===== src/rtl/ctrl_pkg.sv =====
// ctrl_pkg -- shared definitions for the ID-stage control/issue block.
//   Opcode constants, ALUop encodings, FSM state constants, the JM_WAIT length
//   and the packed control bundle that travels to ID/EX.
package ctrl_pkg;

  // Opcodes
  localparam logic [3:0] OpNop  = 4'b0000;
  localparam logic [3:0] OpSt   = 4'b0011;
  localparam logic [3:0] OpAdd  = 4'b0100;
  localparam logic [3:0] OpInc  = 4'b0101;
  localparam logic [3:0] OpNeg  = 4'b0110;
  localparam logic [3:0] OpSub  = 4'b0111;
  localparam logic [3:0] OpJ    = 4'b1000;
  localparam logic [3:0] OpBrz  = 4'b1001;
  localparam logic [3:0] OpJm   = 4'b1010;
  localparam logic [3:0] OpBrn  = 4'b1011;
  localparam logic [3:0] OpLd   = 4'b1110;
  localparam logic [3:0] OpSvpc = 4'b1111;

  // ALUop encodings
  localparam logic [1:0] AluAdd = 2'b00;
  localparam logic [1:0] AluInc = 2'b01;
  localparam logic [1:0] AluNeg = 2'b10;
  localparam logic [1:0] AluSub = 2'b11;

  // FSM states
  typedef logic [1:0] state_t;
  localparam state_t StRun     = 2'd0;
  localparam state_t StLuStall = 2'd1;
  localparam state_t StJmWait  = 2'd2;
  localparam state_t StFlush   = 2'd3;

  // Number of bubble cycles after a JM issues
  localparam logic [1:0] JmWaitLen = 2'd2;

  typedef struct packed {
    logic       regWrt;
    logic       memtoReg;
    logic       pcToReg;
    logic       branchN;
    logic       branchZ;
    logic       jump;
    logic       jumpMem;
    logic       memRead;
    logic       memWrite;
    logic [1:0] aluOp;
  } ctrl_t;

  localparam int unsigned CtrlWidth = $bits(ctrl_t);

endpackage


===== src/rtl/ctrl_decode.sv =====
// ctrl_decode -- pure combinational opcode-to-control-bundle table.
//   opcode in  4          instruction opcode
//   ctrl   out CtrlWidth  packed ctrl_t bundle (unused opcodes decode as NOP)
module ctrl_decode
  import ctrl_pkg::*;
(
  input  logic [3:0]           opcode,
  output logic [CtrlWidth-1:0] ctrl
);

  ctrl_t dec;

  always_comb begin
    dec = '0;
    case (opcode)
      OpSvpc: begin
        dec.regWrt  = 1'b1;
        dec.pcToReg = 1'b1;
      end
      OpLd: begin
        dec.regWrt   = 1'b1;
        dec.memtoReg = 1'b1;
        dec.memRead  = 1'b1;
      end
      OpSt:  dec.memWrite = 1'b1;
      OpAdd: begin
        dec.regWrt = 1'b1;
        dec.aluOp  = AluAdd;
      end
      OpInc: begin
        dec.regWrt = 1'b1;
        dec.aluOp  = AluInc;
      end
      OpNeg: begin
        dec.regWrt = 1'b1;
        dec.aluOp  = AluNeg;
      end
      OpSub: begin
        dec.regWrt = 1'b1;
        dec.aluOp  = AluSub;
      end
      OpJ:   dec.jump    = 1'b1;
      OpBrz: dec.branchZ = 1'b1;
      OpJm: begin
        dec.jumpMem = 1'b1;
        dec.memRead = 1'b1;
      end
      OpBrn: dec.branchN = 1'b1;
      default: dec = '0;
    endcase
  end

  assign ctrl = dec;

endmodule


===== src/rtl/id_ctrl_issue.sv =====
// id_ctrl_issue -- ID-stage control issue: decodes the IF/ID instruction into
// the ID/EX control bundle and sequences bubbles, stalls and flushes for
// load-use hazards, JM (jump-through-memory) and taken branches.
//
// Ports
//   clk, rst_n                  clock, asynchronous active-low reset
//   instr_valid, opcode         IF/ID instruction
//   id_rs, id_rt                IF/ID source register fields
//   ex_memRead, ex_rd           load-in-EX indication and its destination
//   branch_taken                EX resolved a taken BRZ/BRN/J
//   RegWrt..memWrite, ALUop     control bundle to ID/EX
//   pc_stall, ifid_stall        hold PC / hold IF/ID
//   ifid_flush                  invalidate IF/ID
//
// Configuration
//   ISSUE_HAZARD_STALL_EN  defined: load-use detection and LU_STALL enabled.
//                          undefined: no load-use check; software inserts NOPs.
module id_ctrl_issue
  import ctrl_pkg::*;
(
  input  logic       clk,
  input  logic       rst_n,
  input  logic       instr_valid,
  input  logic [3:0] opcode,
  input  logic [5:0] id_rs,
  input  logic [5:0] id_rt,
  input  logic       ex_memRead,
  input  logic [5:0] ex_rd,
  input  logic       branch_taken,
  output logic       RegWrt,
  output logic       MemtoReg,
  output logic       PCtoReg,
  output logic       BranchN,
  output logic       BranchZ,
  output logic       Jump,
  output logic       JumpMem,
  output logic       memRead,
  output logic       memWrite,
  output logic [1:0] ALUop,
  output logic       pc_stall,
  output logic       ifid_stall,
  output logic       ifid_flush
);

  state_t     stateQ, stateD;
  logic [1:0] cntQ, cntD;

  logic [CtrlWidth-1:0] decodedBits;
  ctrl_t                decoded;
  ctrl_t                ctrlOut;
  logic                 luHazard;

  ctrl_decode uDecode (
    .opcode (opcode),
    .ctrl   (decodedBits)
  );

  assign decoded = ctrl_t'(decodedBits);

`ifdef ISSUE_HAZARD_STALL_EN
  // r0 is hard-wired zero, so a load into it never creates a dependency.
  assign luHazard = ex_memRead && (ex_rd != 6'd0) && ((ex_rd == id_rs) || (ex_rd == id_rt));
`else
  logic unusedHazardIns;
  assign unusedHazardIns = ^{ex_memRead, ex_rd, id_rs, id_rt};
  assign luHazard        = 1'b0;
`endif

  always_comb begin
    ctrlOut    = '0;
    pc_stall   = 1'b0;
    ifid_stall = 1'b0;
    ifid_flush = 1'b0;
    stateD     = stateQ;
    cntD       = cntQ;

    if (!rst_n) begin
      // Outputs held at zero for the whole reset, independent of the inputs.
      stateD = StRun;
      cntD   = '0;
    end else if (branch_taken) begin
      // A taken branch squashes whatever is in progress, including JM_WAIT.
      ifid_flush = 1'b1;
      stateD     = StFlush;
      cntD       = '0;
    end else begin
      case (stateQ)
        StRun: begin
          if (instr_valid) begin
            if (luHazard) begin
              pc_stall   = 1'b1;
              ifid_stall = 1'b1;
              stateD     = StLuStall;
            end else begin
              ctrlOut = decoded;
              if (decoded.jumpMem) begin
                stateD = StJmWait;
                cntD   = JmWaitLen;
              end
            end
          end
        end
        StLuStall: begin
          // Keep the dependent instruction held in IF/ID so it reissues in RUN.
          pc_stall   = 1'b1;
          ifid_stall = 1'b1;
          stateD     = StRun;
        end
        StJmWait: begin
          pc_stall   = 1'b1;
          ifid_flush = 1'b1;
          if (cntQ != 2'd0) begin
            cntD = 2'(cntQ - 2'd1);
          end
          if (cntQ <= 2'd1) begin
            stateD = StRun;
          end
        end
        StFlush: begin
          ifid_flush = 1'b1;
          stateD     = StRun;
        end
        default: begin
          stateD = StRun;
          cntD   = '0;
        end
      endcase
    end
  end

  always_ff @(posedge clk or negedge rst_n) begin
    if (!rst_n) begin
      stateQ <= StRun;
      cntQ   <= '0;
    end else begin
      stateQ <= stateD;
      cntQ   <= cntD;
    end
  end

  assign RegWrt   = ctrlOut.regWrt;
  assign MemtoReg = ctrlOut.memtoReg;
  assign PCtoReg  = ctrlOut.pcToReg;
  assign BranchN  = ctrlOut.branchN;
  assign BranchZ  = ctrlOut.branchZ;
  assign Jump     = ctrlOut.jump;
  assign JumpMem  = ctrlOut.jumpMem;
  assign memRead  = ctrlOut.memRead;
  assign memWrite = ctrlOut.memWrite;
  assign ALUop    = ctrlOut.aluOp;

endmodule

===== config.mk =====
export PLATFORM = sky130hd
export DESIGN_NAME = id_ctrl_issue
export DESIGN_NICKNAME = d
export VERILOG_FILES = /design/src/rtl/ctrl_pkg.sv /design/src/rtl/ctrl_decode.sv /design/src/rtl/id_ctrl_issue.sv
export SDC_FILE = /design/constraint.sdc
export NUM_CORES = 1
export LEC_CHECK = 0
export CAP_MARGIN = 30
export CELL_PAD_IN_SITES_DETAIL_PLACEMENT = 0
export CELL_PAD_IN_SITES_GLOBAL_PLACEMENT = 1
export CORE_UTILIZATION = 21
export DETAILED_ROUTE_END_ITERATION = 10
export PLACE_DENSITY = 0.79
export SYNTH_ARGS = -nofsm -noshare
export SYNTH_HDL_FRONTEND = slang
export SYNTH_SLANG_ARGS = --single-unit

===== constraint.sdc =====
create_clock -name clk -period 1.65 [get_ports clk]
set_input_delay 0.33 -clock clk [delete_from_list [all_inputs] [get_ports clk]]
set_output_delay 0.33 -clock clk [all_outputs]
set_load 0.05 [all_outputs]

==> summary.txt, run 1 <==
GRT
  • Global-route track usage on met1: approximately 14%
  • First-pass GRT wire length: 2480 um
  • Global route hottest layer: met2
  • All-Layer GR Usage: about 12%
  • Vias in the first global route: 576
  • Largest net degree at the start of global routing: 8
  • Met2 Usage GRT: 24.9%
  • Global-route track usage on met3: 0%
  • Number of antenna violations at the first check in global routing: 0
  • GRT Residual Overflow: 0

Critical path
  • Critical register-to-register path startpoint: stateQ[1]$_DFFE_PN0P_
  • Critical path required time: 1.32 ns
  • CP endpoint kind: output pin
  • R2r worst-path depth: 8
  • Maximum fanout along the worst path: 4
  • Worst reg2reg path endpoint: cntQ[0]$_DFFE_PN0P_
  • Critical Path Start Type: flop
  • Endpoint of the worst setup timing path: BranchZ
  • Critical path data arrival time: 1.61 ns
  • CP Class: reg -> out
  • Reg-to-reg setup timing slack: 0.10 ns
  • Setup crit start: stateQ[1]$_DFFE_PN0P_

Logic synthesis
  • Yosys cell types: 26
  • Number of storage elements in the synthesis netlist: 4
  • Sequential fraction of the synthesis area: roughly a fifth
  • Gate count of the mapped netlist: between 60 and 70
  • Count of yosys warnings during synthesis: 0
  • Synth Net Count: 96
  • Area of the mapped netlist: around 500 um2
  • Per-instance average area after synthesis: 8.25 um2

STA
  • Final setup TNS: -2.16 ns
  • Worst-margin pin slew: 0.255 ns
  • Final number of setup-violating endpoints: 12
  • Worst setup slack after layout: -0.292 ns
  • Final-report hold violation count: 0
  • Final Critical Period: 1.94 ns
  • Final worst-path cycle share: 118%
  • Final max-slew violation count: 0
  • WHS: 0.177 ns
  • Top achievable clock speed: 0.515 GHz
  • Final clock skew: 0.00159 ns
  • Slew margin rel.: 82.8%
  • RSZ-0062 raised after global routing: true

Clocking
  • H-tree levels: 1
  • Number of CTS-inserted buffers: 3
  • Clock insertion delay at the later pin of the skew report: approximately 0.23 ns
  • CTS sink cnt: 4
  • TritonCTS clock tree: yes
  • Maximum buffer depth of the clock tree: 2
  • Hold buffers post-CTS: 0
  • Clock-pin slew of the registers on the worst-case setup and hold paths: about 0.040 ns
  • Clock root buffer master: sky130_fd_sc_hd__clkbuf_4

Hold path
  • Path class of the lowest-slack min-delay path: in -> async

Outcome
  • Violated checks: setup timing
  • Result of the run: finished with violations

Placed design
  • Standard cell area after detailed placement: about 1100 um2
  • IO buf count: 21
  • Placed cell count: between 100 and 150
  • Half-perimeter wire length after placement: 1290 um
  • Routability congestion estimate: ~0.73

Route
  • Iter 0 DRT Violations: 8
  • Drt wl/cell: 11.5 um
  • Detailed-route via count: 620
  • Number of remaining DRC errors: 0
  • Post-detailed-route count of antenna-violating nets: 0
  • Average via count per standard cell: 4.63
  • Detailed Route WL: 1550 um
  • Drt pass-1 iters: 4

Power
  • Worst supply voltage drop on vdd: about 0.37 mV
  • Total chip power: 460 uW
  • Leak: 0.000542 uW
  • Total power density per cell area: about 380 nW/um2

Die
  • Ports placed on the boundary: between 40 and 50
  • Area of the die: 2640 um2
  • Starting density of the core: 22.7%
  • Area of the core: 2250 um2
  • Die height: 51.4 um
  • Floorplan row count: 17
  • Die outline width: 51.4 um

Cells and area
  • # nets final: 142
  • Number of antenna cells inserted: 0
  • Post-Layout Inst Area: 1230 um2
  • Area growth from synthesis to final layout: 140%
  • Filler cell count: 221
  • Share of post-route cells with drive strength above 1: 55.7%
  • Post-route non-filler standard cell count: 134

Flow run
  • Max-cap violations: 0
## cell families after synthesis
family	count (synthesis)	synth area share (%)
flops	4	19.6
simple gates	31	34.7
compound gates	13	23.5
fa+ha+maj	7	17.1
buf+inv	7	5.14
## where the power goes
| part | switching, uW | internal, uW |
|---|---|---|
| clock | 35.6 | 81.0 |
| sequential | 4.44 | 104 |
| combinational | 121 | 114 |
## state kept, by name, summed over array words and instances, names as in the netlist
register and count:
cntQ 2, stateQ 2
## routing by layer
metal / vias to the layer above / wire [um] / share of wire, %
met1: 292 / 635 / 41
met5: - / 0 / 0
met2: 19 / 848 / 55
li1: 309 / - / -
met4: 0 / 0 / 0
met3: 0 / 61 / 3.9
## how the worst min path moves through the flow
stage | cells past startpoint | startpoint | end | slack [ns]
floorplan | 0 | rst_n | cntQ[0]$_DFFE_PN0P_ | 0.03
global placement | 2 | cntQ[1]$_DFFE_PN0P_ | cntQ[1]$_DFFE_PN0P_ | 0.57
detailed placement | 2 | cntQ[1]$_DFFE_PN0P_ | cntQ[1]$_DFFE_PN0P_ | 0.56
CTS | 2 | rst_n | cntQ[0]$_DFFE_PN0P_ | 0.17
global route | 2 | rst_n | cntQ[0]$_DFFE_PN0P_ | 0.21
finish | 2 | rst_n | cntQ[0]$_DFFE_PN0P_ | 0.18
## cell type report
| cell class | count | area, um2 | area share [%] |
|---|---|---|---|
| Multi-Input combinational cell | 51 | 536 | 43.6 |
| Timing Repair Buffer | 41 | 508 | 41.4 |
| Tap cell | 28 | 35.0 | 2.85 |
| Clock buffer | 3 | 22.5 | 1.83 |
| Inverter | 7 | 26.3 | 2.14 |
| Sequential cell | 4 | 100 | 8.15 |
## stage by stage
step                setup WS [ns]  utilization, %
floorplan                  -0.310               -
global placement           -0.363            49.3
detailed placement         -0.368            49.3
CTS                        -0.302            52.2
global route               -0.365            54.4
finish                     -0.292            54.4
## cells in the final DEF, fill, tap and decap left out, types with 2 or more instances in the layout
cell type / synthesis / layout
sky130_fd_sc_hd__nand2_1: 7 / 6
sky130_fd_sc_hd__buf_6: 0 / 3
sky130_fd_sc_hd__inv_1: 7 / 5
sky130_fd_sc_hd__nor3_4: 0 / 3
sky130_fd_sc_hd__a21oi_1: 3 / 2
sky130_fd_sc_hd__nand2_2: 1 / 2
sky130_fd_sc_hd__buf_4: 0 / 17
sky130_fd_sc_hd__o31a_1: 2 / 2
sky130_fd_sc_hd__nand2b_1: 3 / 3
sky130_fd_sc_hd__nor2_4: 0 / 3
sky130_fd_sc_hd__dlygate4sd2_1: 0 / 5
sky130_fd_sc_hd__ha_1: 7 / 4
sky130_fd_sc_hd__o21a_1: 2 / 2
sky130_fd_sc_hd__nor3b_4: 0 / 2
sky130_fd_sc_hd__clkbuf_4: 0 / 3
sky130_fd_sc_hd__dfrtp_1: 4 / 4
sky130_fd_sc_hd__buf_12: 0 / 14
sky130_fd_sc_hd__inv_2: 0 / 2
sky130_fd_sc_hd__ha_4: 0 / 3
## cells in the mapped netlist
library cell	n	share of area [%]
sky130_fd_sc_hd__ha_1	7	17
sky130_fd_sc_hd__inv_1	7	5.1
sky130_fd_sc_hd__nand2_1	7	5.1
sky130_fd_sc_hd__nor2_1	5	3.7
sky130_fd_sc_hd__dfrtp_1	4	20
sky130_fd_sc_hd__nor3_1	4	3.9
sky130_fd_sc_hd__a21oi_1	3	2.9
sky130_fd_sc_hd__nand2b_1	3	3.7
sky130_fd_sc_hd__and2_1	2	2.4
sky130_fd_sc_hd__nor3b_1	2	2.9
sky130_fd_sc_hd__o21a_1	2	2.9
sky130_fd_sc_hd__o31a_1	2	3.4
sky130_fd_sc_hd__a2bb2oi_1	1	1.7
sky130_fd_sc_hd__and2b_1	1	1.5
sky130_fd_sc_hd__and3_1	1	1.2
sky130_fd_sc_hd__nand2_2	1	1.2
sky130_fd_sc_hd__nand3_1	1	0.98
sky130_fd_sc_hd__nand3b_4	1	3.9
sky130_fd_sc_hd__nand4_1	1	1.2
sky130_fd_sc_hd__nand4b_1	1	1.7
sky130_fd_sc_hd__nor4_1	1	1.2
sky130_fd_sc_hd__o211a_1	1	2.0
sky130_fd_sc_hd__o21ai_1	1	0.98
sky130_fd_sc_hd__o22ai_1	1	1.2
sky130_fd_sc_hd__o311ai_2	1	3.2
sky130_fd_sc_hd__o311ai_4	1	5.1
## worst max-delay path, cell delays in order, from the launching register on
cell and delay [ns]:
sky130_fd_sc_hd__dfrtp_1 0.38, sky130_fd_sc_hd__inv_2 0.09, sky130_fd_sc_hd__ha_4 0.14, sky130_fd_sc_hd__nand4b_1 0.11, sky130_fd_sc_hd__nor2_1 0.13, sky130_fd_sc_hd__nand2_2 0.13
sky130_fd_sc_hd__nor3b_4 0.24, sky130_fd_sc_hd__buf_12 0.16
## timing repair
item / in CTS / in global routing
pin swaps: 6 / 2
cloned: 0 / 0
resized for setup: 15 / 7
setup buffers: 1 / 2
endpoints found under the setup margin: 14 / 12
Note: power is estimated with default switching activity, not from simulation.
==> inputs of run 2 (changes only) <==
--- a/config.mk
+++ b/config.mk
@@ -9,8 +9,10 @@
 export CELL_PAD_IN_SITES_DETAIL_PLACEMENT = 0
 export CELL_PAD_IN_SITES_GLOBAL_PLACEMENT = 1
 export CORE_UTILIZATION = 21
+export CTS_BUF_LIST = sky130_fd_sc_hd__clkbuf_4 sky130_fd_sc_hd__clkbuf_8 sky130_fd_sc_hd__clkbuf_16
 export DETAILED_ROUTE_END_ITERATION = 10
 export PLACE_DENSITY = 0.79
+export SLEW_MARGIN = 20
 export SYNTH_ARGS = -nofsm -noshare
 export SYNTH_HDL_FRONTEND = slang
 export SYNTH_SLANG_ARGS = --single-unit
==> results of run 2 <==
Same layout as run 1: the final DEF is identical, and so are final timing and power.
==> inputs of run 3 (changes only) <==
--- a/config.mk
+++ b/config.mk
@@ -5,13 +5,14 @@
 export SDC_FILE = /design/constraint.sdc
 export NUM_CORES = 1
 export LEC_CHECK = 0
+export ABC_AREA = 1
 export CAP_MARGIN = 30
 export CELL_PAD_IN_SITES_DETAIL_PLACEMENT = 0
 export CELL_PAD_IN_SITES_GLOBAL_PLACEMENT = 1
-export CORE_UTILIZATION = 21
+export CORE_UTILIZATION = 20
 export CTS_BUF_LIST = sky130_fd_sc_hd__clkbuf_4 sky130_fd_sc_hd__clkbuf_8 sky130_fd_sc_hd__clkbuf_16
 export DETAILED_ROUTE_END_ITERATION = 10
-export PLACE_DENSITY = 0.79
+export PLACE_DENSITY = 0.78
 export SLEW_MARGIN = 20
 export SYNTH_ARGS = -nofsm -noshare
 export SYNTH_HDL_FRONTEND = slang
==> constraint.sdc (replaced) <==
create_clock -name clk -period 1.79 [get_ports clk]
set_input_delay 0.358 -clock clk [delete_from_list [all_inputs] [get_ports clk]]
set_output_delay 0.358 -clock clk [all_outputs]
set_load 0.05 [all_outputs]
==> summary.txt, run 3 <==
GRT
  • GRT Residual Overflow: 0
  • Number of antenna violations at the first check in global routing: 0
  • Vias in the first global route: 678
  • First-pass GRT wire length: 2790 um
  • All-Layer GR Usage: roughly 14%
  • Largest net degree at the start of global routing: 7

Power
  • Net Sw Power: 178 uW
  • Internal power component: just under 300 uW
  • Leak: 0.000583 uW
  • Proportion of power drawn by the clock network: 23.1%
  • Sequential group share of total power: 22.4%
  • Worst supply voltage drop on vdd: 0.422 mV
  • Total power density per cell area: 368 nW/um2
  • Combinational share of power: between 50% and 60%
  • Switching power share of the total: between 30% and 40%

Outcome
  • Violated checks: setup timing
  • Result of the run: finished with violations

Critical path
  • Setup crit start: stateQ[0]$_DFFE_PN0P_
  • Reg-to-reg setup timing slack: around 0.48 ns
  • Critical path data arrival time: 1.53 ns
  • Critical register-to-register path startpoint: stateQ[0]$_DFFE_PN0P_
  • Critical Path Start Type: flop
  • Critical-path top delay cell: sky130_fd_sc_hd__dfrtp_1
  • R2r worst-path depth: 8
  • Cells traversed along the worst timing path: inv_2 > ha_4 > nand3_4 > inv_4 > nand4_1 > nor2_2 > buf_12
  • Worst reg2reg path endpoint: cntQ[0]$_DFFE_PN0P_
  • CP endpoint kind: output pin
  • Largest stage delay on the critical path: 0.38 ns
  • CP Class: reg -> out
  • Critical path required time: ~1.4 ns
  • Maximum fanout along the worst path: 3

Clocking
  • CTS sink cnt: 4
  • Clock-pin slew of the registers on the worst-case setup and hold paths: ~0.040 ns
  • H-tree levels: 1
  • Clock root buffer master: sky130_fd_sc_hd__clkbuf_4
  • Hold buffers post-CTS: 0
  • TritonCTS clock tree: yes
  • Number of CTS-inserted buffers: 3
  • Clock insertion delay at the later pin of the skew report: 0.23 ns
  • Maximum buffer depth of the clock tree: 2

Placed design
  • IO buf count: 21
  • Placed cell count: 148
  • Standard cell area after detailed placement: 1130 um2
  • Half-perimeter wire length after placement: 1300 um
  • Routability congestion estimate: 0.776

Route
  • Average via count per standard cell: 4.27
  • Drt pass-1 iters: 2
  • Detailed Route WL: 1620 um
  • Number of remaining DRC errors: 0
  • Drt wl/cell: 10.4 um
  • Iter 0 DRT Violations: 4
  • Detailed-route via count: 666
  • Post-detailed-route count of antenna-violating nets: 0

Cells and area
  • Post-Layout Inst Area: ~1300 um2
  • Post-route non-filler standard cell count: 156
  • Most common library cell in the layout ignoring fill and taps: sky130_fd_sc_hd__buf_4
  • Share of post-route cells with drive strength above 1: 57.9%
  • Number of antenna cells inserted: 0
  • Highest-count cells in the layout ignoring fill and taps: sky130_fd_sc_hd__buf_4, sky130_fd_sc_hd__buf_12, sky130_fd_sc_hd__nand2_1
  • Registers with the most flip-flops: cntQ x2, stateQ x2
  • # nets final: between 150 and 200
  • Area growth from synthesis to final layout: 146%

Logic synthesis
  • Synth Flop Type: sky130_fd_sc_hd__dfrtp_1
  • Area share of the largest cell type after synthesis: 19.4%
  • Ranking of synthesized cells by area: sky130_fd_sc_hd__dfrtp_1, sky130_fd_sc_hd__ha_1, sky130_fd_sc_hd__nand2_1, sky130_fd_sc_hd__nor2_1, sky130_fd_sc_hd__inv_1
  • Yosys cell types: 19
  • Post-synth EDFFs: 0
  • Top-count cell post-synth: sky130_fd_sc_hd__nand2_1
  • Synth Net Count: 112
  • Cell accounting for the most synthesized area: sky130_fd_sc_hd__dfrtp_1
  • Commonest cells in the netlist: sky130_fd_sc_hd__nand2_1, sky130_fd_sc_hd__nor2_1, sky130_fd_sc_hd__inv_1
  • Count of yosys warnings during synthesis: 0
  • Area of the mapped netlist: 517 um2
  • Gate count of the mapped netlist: 78
  • Asr flop ratio synth: 100%
  • Sequential fraction of the synthesis area: 19.4%
  • Number of storage elements in the synthesis netlist: 4
  • Per-instance average area after synthesis: 6.62 um2

Flow run
  • Max-cap violations: 0

STA
  • Final-report hold violation count: 0
  • Top achievable clock speed: 0.529 GHz
  • Final clock skew: 0.00502 ns
  • Worst-margin pin slew: roughly 0.25 ns
  • Final max-slew violation count: 0
  • Final worst-path cycle share: 106%
  • Final setup TNS: -0.367 ns
  • Final Critical Period: approximately 1.9 ns
  • Slew margin rel.: 83.1%
  • Worst setup slack after layout: -0.100 ns
  • RSZ-0062 raised after global routing: true
  • Final number of setup-violating endpoints: 6

Die
  • Area of the core: 2450 um2
  • Ports placed on the boundary: just over 40
  • Starting density of the core: 21.0%
  • Floorplan row count: 18
  • Area of the die: 2790 um2
  • Die height: between 50 and 60 um
  • Die outline width: 52.8 um

Hold path
  • Path class of the lowest-slack min-delay path: in -> async
[run 3: cell types whose count changed after synthesis, moves of 2 or more]
| cell | delta |
|---|---|
| sky130_fd_sc_hd__nand2_1 | +8 |
| sky130_fd_sc_hd__nor2_1 | +7 |
| sky130_fd_sc_hd__nand3_1 | +6 |
| sky130_fd_sc_hd__inv_1 | +4 |
| sky130_fd_sc_hd__inv_2 | +3 |
| sky130_fd_sc_hd__nand2b_1 | -3 |
| sky130_fd_sc_hd__and2_1 | -2 |
| sky130_fd_sc_hd__nand3_2 | +2 |
| sky130_fd_sc_hd__nor3b_1 | -2 |
| sky130_fd_sc_hd__o21a_1 | -2 |
| sky130_fd_sc_hd__o31a_1 | -2 |
[run 3: per-stage QoR]
stage / util, % / total power, uW / hold slack (ns) / setup WS (ns)
finish: 51.9 / 469 / 0.285 / -0.100
global route: 51.9 / 505 / 0.280 / -0.180
CTS: 51.1 / 468 / 0.298 / -0.126
detailed placement: 45.9 / 329 / 0.476 / -0.256
global placement: 45.9 / 323 / 0.459 / -0.261
floorplan: - / 220 / 0.0624 / -0.219
[run 3: timing repair]
action	CTS	global route
resized for setup	22	4
setup buffers	5	0
pin swaps	7	3
endpoints found under the setup margin	14	12
[run 3: final cells by class]
cell class / instances / area [um2]
timing repair buffer: 45 / 536
clock buffer: 3 / 22.5
sequential: 4 / 100
inverter: 15 / 58.8
tap: 30 / 37.5
fill: 230 / 1180
multi-input combinational: 59 / 519
[run 3: logic make-up (layout without fill, tap and decap cells)]
family	after synthesis	count (layout)	share of synthesized area, %
buf+inv	15	63	10.9
flops	4	4	19.4
compound gates	5	5	8.47
fa+ha+maj	7	7	16.9
simple gates	47	47	44.3
[run 3: critical path: cells and delay by family, from the launching register on]
kind	cells	cell delay, ns
flip-flops	1	0.38
adder cells (fa/ha/maj)	1	0.15
AND/OR/NAND/NOR	3	0.45
buffers and inverters	3	0.31
[run 3: worst max-delay path by stage]
stage / depth (start not counted) / slack (ns) / to
3_5_place_dp: 4 / -0.26 / BranchN
2_1_floorplan: 4 / -0.22 / BranchN
4_1_cts: 7 / -0.13 / BranchZ
5_1_grt: 7 / -0.18 / BranchZ
3_3_place_gp: 4 / -0.26 / BranchN
6_report: 7 / -0.10 / BranchZ
[run 3: metal layers]
layer	GRT usage, %	part of all wire [%]	vias up
li1	-	-	345
met1	14.3	39	308
met2	26.6	58	13
met3	2.61	2.9	0
met4	3.95	0	0
met5	0	0	-
[run 3: power groups by stage]
stage	Clock, uW	Combinational [uW]	Sequential, uW
finish	108	256	105
detailed placement	0	224	105
floorplan	0	114	106
global placement	0	218	105
global route	121	278	106
CTS	113	250	105
